$ cat src/rtl/sram1rw_req_ctrl_if.sv
// Request/response port and SRAM macro pins of the 1RW SRAM request controller.
// master = requester/SRAM side, slave = controller side.
interface sram1rw_req_ctrl_if #(
   parameter int unsigned ADDR_WIDTH = 6,
   parameter int unsigned DATA_WIDTH = 128
);
   logic                  req_valid;
   logic                  req_ready;
   logic                  req_we;
   logic [ADDR_WIDTH-1:0] req_addr;
   logic [DATA_WIDTH-1:0] req_wdata;

   logic                  rsp_valid;
   logic                  rsp_ready;
   logic [DATA_WIDTH-1:0] rsp_rdata;

   logic [ADDR_WIDTH-1:0] sram_a;
   logic                  sram_csb;
   logic                  sram_web;
   logic                  sram_oeb;
   logic [DATA_WIDTH-1:0] sram_i;
   logic [DATA_WIDTH-1:0] sram_o;

   modport master (
      output req_valid, req_we, req_addr, req_wdata, rsp_ready, sram_o,
      input  req_ready, rsp_valid, rsp_rdata,
      input  sram_a, sram_csb, sram_web, sram_oeb, sram_i
   );

   modport slave (
      input  req_valid, req_we, req_addr, req_wdata, rsp_ready, sram_o,
      output req_ready, rsp_valid, rsp_rdata,
      output sram_a, sram_csb, sram_web, sram_oeb, sram_i
   );
endinterface

$ cat src/rtl/sram1rw_req_ctrl.sv
// Initiator-side controller for a 1RW SRAM macro: one op per cycle on the pins,
// read data captured into an in-order response FIFO with back-pressure.
module sram1rw_req_ctrl #(
   parameter int unsigned ADDR_WIDTH = 6,
   parameter int unsigned DATA_WIDTH = 128,
   parameter int unsigned RSP_DEPTH  = 2
) (
   input  logic               axis_clk,
   input  logic               axis_rst_n,
   sram1rw_req_ctrl_if.slave  bus
);
   localparam int unsigned PTR_W = $clog2(RSP_DEPTH);
   localparam int unsigned CNT_W = $clog2(RSP_DEPTH) + 1;

   logic                  ready_en_q;
   logic                  inflight_q;
   logic                  oeb_q;
   logic                  rsp_valid_q;
   logic [CNT_W-1:0]      count_q, count_d;
   logic [PTR_W-1:0]      wr_ptr_q, wr_ptr_d;
   logic [PTR_W-1:0]      rd_ptr_q, rd_ptr_d;
   logic [DATA_WIDTH-1:0] mem_q [RSP_DEPTH];

   logic             push_c;
   logic             pop_c;
   logic [CNT_W-1:0] occ_c;
   logic             rd_ok_c;
   logic             req_ready_c;
   logic             fire_c;
   logic             rd_fire_c;

   assign push_c = inflight_q;
   assign pop_c  = rsp_valid_q & bus.rsp_ready;

   // A head entry leaving this cycle frees its slot, which keeps back-to-back reads at 1/cycle.
   assign occ_c   = count_q + CNT_W'(inflight_q) - CNT_W'(pop_c);
   assign rd_ok_c = occ_c < CNT_W'(RSP_DEPTH);

   assign req_ready_c = ready_en_q & (bus.req_we | rd_ok_c);
   assign fire_c      = bus.req_valid & req_ready_c;
   assign rd_fire_c   = fire_c & ~bus.req_we;

   assign bus.req_ready = req_ready_c;
   assign bus.sram_csb  = ~fire_c;
   assign bus.sram_web  = ~(fire_c & bus.req_we);
   assign bus.sram_a    = fire_c ? bus.req_addr  : '0;
   assign bus.sram_i    = fire_c ? bus.req_wdata : '0;
   assign bus.sram_oeb  = oeb_q;
   assign bus.rsp_valid = rsp_valid_q;
   assign bus.rsp_rdata = mem_q[rd_ptr_q];

   // FIFO pointer and occupancy update
   always_comb begin
      count_d  = count_q;
      wr_ptr_d = wr_ptr_q;
      rd_ptr_d = rd_ptr_q;
      if (push_c) wr_ptr_d = wr_ptr_q + PTR_W'(1);
      if (pop_c)  rd_ptr_d = rd_ptr_q + PTR_W'(1);
      case ({push_c, pop_c})
         2'b10:   count_d = count_q + CNT_W'(1);
         2'b01:   count_d = count_q - CNT_W'(1);
         default: count_d = count_q;
      endcase
   end

   always_ff @(posedge axis_clk or negedge axis_rst_n) begin
      if (!axis_rst_n) begin
         ready_en_q  <= 1'b0;
         inflight_q  <= 1'b0;
         oeb_q       <= 1'b1;
         rsp_valid_q <= 1'b0;
         count_q     <= '0;
         wr_ptr_q    <= '0;
         rd_ptr_q    <= '0;
      end else begin
         ready_en_q  <= 1'b1;
         inflight_q  <= rd_fire_c;
         oeb_q       <= ~rd_fire_c;
         rsp_valid_q <= (count_d != '0);
         count_q     <= count_d;
         wr_ptr_q    <= wr_ptr_d;
         rd_ptr_q    <= rd_ptr_d;
      end
   end

   // Data storage needs no reset; validity is tracked by count_q.
   always_ff @(posedge axis_clk) begin
      if (push_c) mem_q[wr_ptr_q] <= bus.sram_o;
   end

   a_req_we_known: assert property (@(posedge axis_clk) disable iff (!axis_rst_n)
      bus.req_valid |-> !$isunknown(bus.req_we));

   a_no_overflow: assert property (@(posedge axis_clk) disable iff (!axis_rst_n)
      push_c |-> (count_q < CNT_W'(RSP_DEPTH)) || pop_c);

endmodule

$ cat src/flat_wrapper.sv
// flat-port wrapper written by rule: the top's interface ports become plain ports
module sram1rw_req_ctrl_flat 
#(
   parameter int unsigned ADDR_WIDTH = 6,
   parameter int unsigned DATA_WIDTH = 128,
   parameter int unsigned RSP_DEPTH  = 2
)
  (axis_clk, axis_rst_n, bus_req_valid, bus_req_we, bus_req_addr, bus_req_wdata, bus_rsp_ready, bus_sram_o, bus_req_ready, bus_rsp_valid, bus_rsp_rdata, bus_sram_a, bus_sram_csb, bus_sram_web, bus_sram_oeb, bus_sram_i);
  sram1rw_req_ctrl_if #(.ADDR_WIDTH(ADDR_WIDTH), .DATA_WIDTH(DATA_WIDTH)) bus_i ();
  input  logic axis_clk;
  input  logic axis_rst_n;
  input wire logic [$bits(bus_i.req_valid)-1:0] bus_req_valid;
  input wire logic [$bits(bus_i.req_we)-1:0] bus_req_we;
  input wire logic [$bits(bus_i.req_addr)-1:0] bus_req_addr;
  input wire logic [$bits(bus_i.req_wdata)-1:0] bus_req_wdata;
  input wire logic [$bits(bus_i.rsp_ready)-1:0] bus_rsp_ready;
  input wire logic [$bits(bus_i.sram_o)-1:0] bus_sram_o;
  output wire logic [$bits(bus_i.req_ready)-1:0] bus_req_ready;
  output wire logic [$bits(bus_i.rsp_valid)-1:0] bus_rsp_valid;
  output wire logic [$bits(bus_i.rsp_rdata)-1:0] bus_rsp_rdata;
  output wire logic [$bits(bus_i.sram_a)-1:0] bus_sram_a;
  output wire logic [$bits(bus_i.sram_csb)-1:0] bus_sram_csb;
  output wire logic [$bits(bus_i.sram_web)-1:0] bus_sram_web;
  output wire logic [$bits(bus_i.sram_oeb)-1:0] bus_sram_oeb;
  output wire logic [$bits(bus_i.sram_i)-1:0] bus_sram_i;
  assign bus_i.req_valid = bus_req_valid;
  assign bus_i.req_we = bus_req_we;
  assign bus_i.req_addr = bus_req_addr;
  assign bus_i.req_wdata = bus_req_wdata;
  assign bus_i.rsp_ready = bus_rsp_ready;
  assign bus_i.sram_o = bus_sram_o;
  assign bus_req_ready = bus_i.req_ready;
  assign bus_rsp_valid = bus_i.rsp_valid;
  assign bus_rsp_rdata = bus_i.rsp_rdata;
  assign bus_sram_a = bus_i.sram_a;
  assign bus_sram_csb = bus_i.sram_csb;
  assign bus_sram_web = bus_i.sram_web;
  assign bus_sram_oeb = bus_i.sram_oeb;
  assign bus_sram_i = bus_i.sram_i;
  sram1rw_req_ctrl #(.ADDR_WIDTH(ADDR_WIDTH), .DATA_WIDTH(DATA_WIDTH), .RSP_DEPTH(RSP_DEPTH)) u_core (.axis_clk(axis_clk), .axis_rst_n(axis_rst_n), .bus(bus_i));
endmodule
$ cat config.mk
export PLATFORM = sky130hd
export DESIGN_NAME = sram1rw_req_ctrl_flat
export DESIGN_NICKNAME = d
export VERILOG_FILES = /design/src/rtl/sram1rw_req_ctrl_if.sv /design/src/rtl/sram1rw_req_ctrl.sv /design/src/flat_wrapper.sv
export SDC_FILE = /design/constraint.sdc
export NUM_CORES = 1
export LEC_CHECK = 0
export BUFFER_PORTS_ARGS = -buffer_cell sky130_fd_sc_hd__clkbuf_2
export CORE_AREA = 2 2 205 207
export DETAILED_ROUTE_END_ITERATION = 10
export DIE_AREA = 0 0 207 209
export PLACE_DENSITY = 0.57
export SYNTH_ARGS = -nofsm -noshare
export SYNTH_HDL_FRONTEND = slang
export SYNTH_SLANG_ARGS = --single-unit
$ cat constraint.sdc
create_clock -name axis_clk -period 7.65 [get_ports axis_clk]
set_clock_uncertainty 0.1 [all_clocks]
set_input_delay 0.765 -clock axis_clk [delete_from_list [all_inputs] [get_ports axis_clk]]
set_output_delay 0.765 -clock axis_clk [all_outputs]
set_load 0.03 [all_outputs]
==> run_results.csv <==
group,metric,value,unit
outcome,status,"finished clean",
setup_path,rrSetupSlack,5.12,ns
final_layout,syn_to_final_growth,37.7,%
global_routing,use_met1,18.4,%
timing,rsz0062_at_grt,"false",
clocking,clk_latency,0.56,ns
clocking,cts_max_level,1,
clocking,post-cts-setup-buffers,0,
global_routing,grt_pass1_vias,7601,
routing,drt-pass1-iter-count,5,
timing,period_share,60.5,%
synthesis,synth_area_per_cell,14.7,um^2
clocking,cts_tree,"done",
setup_path,slowest_delay,0.56,ns
setup_path,r2r_start,"u_core.inflight_q$_DFF_PN0_",
setup_path,r2r-end,"u_core.mem_q[0][83]$_DFFE_PP_",
clocking,clkTransAtPathRegs,0.06,ns
global_routing,antenna_found_initial,7,
floorplanning,design.die.area,0.0433,mm^2
routing,vias,8027,
setup_path,crit_type,"flip-flop to primary output",
setup_path,critPathCaptureType,"primary output",
global_routing,track_usage,14.1,%
final_layout,fin_area,0.0151,mm^2
setup_path,slowest_stage,"buf_4",
final_layout,drive_gt1_share,56.3,%
place,dpl-instance-area,0.0141,mm^2
routing,finalWirelength,32700,um
timing,worstMarginPinSlew,1.20,ns
timing,fin_setup_tns,0,ns
routing,ant_nets,0,
power,powerDensity,337,mW/mm^2
synthesis,yosysSeqAreaShare,71.9,%
global_routing,grtUsageMet2,21.0,%
setup_path,crit_chain,"nand3b_1 > nand2_1 > ha_1 > xnor2_1 > xor2_4 > buf_4 > buf_4 > a21oi_1 > clkbuf_2",
place,port_buffers,533,
clocking,root_buffer,"clkbuf_16",
power,peakVddDrop,0.220,mV
setup_path,endpoint,"bus_sram_i[122]",
routing,drtIter0Drc,532,
min_path,hold_class,"primary input to flip-flop",
floorplanning,die_y,209,um
clocking,cts_resized,0,
setup_path,crit_start,"u_core.inflight_q$_DFF_PN0_",
run,max_cap_violations,0,
timing,max_freq,0.216,GHz
synthesis,syn_area,0.0110,mm^2
floorplanning,start_util,26.6,%
setup_path,r2r_cells,2,
timing,setup_viol,0,
floorplanning,fp-row-count,75,
floorplanning,core_area,0.0413,mm^2
global_routing,grt_pass1_wl,47100,um
power,leakagePower,6.22,nW
clocking,clk_path_buf_depth,3,
setup_path,cpMostUsedCell,"buf_4",
global_routing,grt_max_degree,134,
synthesis,async_flop_share,3.03,%
clocking,cts_sinks,264,
place,globalplace.congestion,0.928,
setup_path,cp-start-kind,"flip-flop",
synthesis,synthCells,744,
synthesis,ys_warn_count,0,
setup_path,crit_path_max_fanout,77,
setup_path,critPathArrivalTime,3.76,ns
timing,slew_viol_final,0,
synthesis,synth_edf_count,256,
final_layout,fin_cells,1823,
timing,max_slew_margin,19.8,%
floorplanning,die_width,207,um
timing,hold_violations,0,
global_routing,use_met3,6.16,%
final_layout,nNetsFinal,1530,
synthesis,synthDistinctLibCells,25,
setup_path,cp.required,6.78,ns
clocking,hold_buffers,1,
min_path,min_from,"bus_sram_o[60]",
synthesis,synth_ff_type,"edfxtp_1",
synthesis,syn-num-nets,1012,
global_routing,grt.busiest_layer,"met2",
global_routing,globalRoute.totalOverflow,0,
routing,drcViolationCount,0,
clocking,numCtsBuffers,30,
synthesis,ys_seq_elements,264,
routing,wire_per_inst,17.9,um
routing,vias_per_cell,4.40,
place,hpwlAfterDp,24300,um
place,place_inst,1768,
floorplanning,io_pins,534,
timing,period_minus_slack,4.63,ns
## critical path, delay by kind of cell (launching register included)
| family | cells | cell delay, ns |
|---|---|---|
| AND/OR/NAND/NOR | 2 | 0.43 |
| AO/OA/AOI/OAI | 1 | 0.16 |
| adder cells (fa/ha/maj) | 1 | 0.20 |
| XOR/XNOR | 2 | 0.57 |
| buffers and inverters | 3 | 1.35 |
| flip-flops | 1 | 0.45 |
## synth_stat cells, types with 2 or more instances
| cell | count | area [um^2] |
|---|---|---|
| dfrtp_1 | 7 | 175 |
| edfxtp_1 | 256 | 7690 |
| nor2b_1 | 2 | 12.5 |
| clkbuf_1 | 33 | 124 |
| buf_2 | 19 | 95.1 |
| xnor2_1 | 4 | 35.0 |
| and2_1 | 3 | 18.8 |
| a21oi_1 | 134 | 671 |
| nand2_1 | 138 | 518 |
| mux2_2 | 128 | 1440 |
| buf_6 | 6 | 67.6 |
## where the power goes
| part | total (mW) | internal (mW) | switching [mW] |
|---|---|---|---|
| clock | 1.38 | 0.814 | 0.564 |
| combinational | 1.91 | 0.585 | 1.33 |
| sequential | 1.80 | 1.73 | 0.0714 |
| total | 5.09 | 3.13 | 1.97 |
## logic make-up (layout without fill, tap and decap cells)
family | after synthesis | in the layout | share of synthesized area [%]
DFF | 264 | 264 | 71.9
and+or+nand+nor | 147 | 147 | 5.21
AOI/OAI and AO/OA | 137 | 137 | 6.31
muxes | 129 | 129 | 13.2
buffers and inverters | 59 | 597 | 2.65
xor gates and xnor gates | 6 | 6 | 0.547
adders and majority gates | 1 | 1 | 0.114
other | 1 | 3 | 0.0342
## stage by stage
stage / power (mW) / setup slack, ns / hold WS (ns) / utilization, %
after floorplan: 3.30 / 0.860 / 0.353 / -
after global placement: 3.74 / 3.33 / 0.428 / 34.2
after detailed placement: 3.76 / 3.23 / 0.434 / 34.2
after CTS: 5.17 / 2.98 / 0.246 / 36.6
after global routing: 5.33 / 2.72 / 0.249 / 36.6
final: 5.09 / 3.02 / 0.278 / 36.6
## flip-flops by register name (all words and copies together) (netlist names)
signal,count
u_core.mem_q,256
u_core.inflight_q,1
u_core.count_q,2
u_core.rd_ptr_q,1
u_core.bus.rsp_valid,1
u_core.ready_en_q,1
u_core.wr_ptr_q,1
u_core.bus.sram_oeb,1
## worst min path at each step
stage | endpoint | slack (ns) | cells after the start
after floorplan | u_core.wr_ptr_q$_DFFE_PN0P_ | 0.35 | 1
after global placement | u_core.count_q[1]$_DFF_PN0_ | 0.43 | 1
after detailed placement | u_core.count_q[1]$_DFF_PN0_ | 0.43 | 1
after CTS | u_core.mem_q[1][95]$_DFFE_PP_ | 0.25 | 1
after global routing | u_core.mem_q[0][37]$_DFFE_PP_ | 0.25 | 1
final | u_core.mem_q[1][60]$_DFFE_PP_ | 0.28 | 1
## layer usage
metal	wire, um	part of all wire [%]
met2	14900	46
met5	174	0.53
met1	13200	41
met3	3490	11
met4	876	2.7
## cells in the final DEF (no fill, tap or decap), types with 2 or more instances in the layout
cell	count
clkbuf_2	533
edfxtp_1	256
nand2_1	138
a21oi_1	134
mux2_2	128
clkbuf_16	30
buf_4	10
clkinv_2	8
clkinv_1	6
dfrtp_1	6
xnor2_1	4
bufinv_16	3
diode_2	2
and2_4	2
clkbuf_1	2
clkinvlp_4	2
## layout make-up
class	count	area, um^2
clock buffer	32	758
inverter	1	6.26
tap	539	674
multi-input combinational	421	2820
antenna	2	5.00
timing repair buffer	544	2750
clock inverter	20	198
sequential	264	7890
fill	4083	26200
Note: power is estimated with default switching activity, not from simulation.
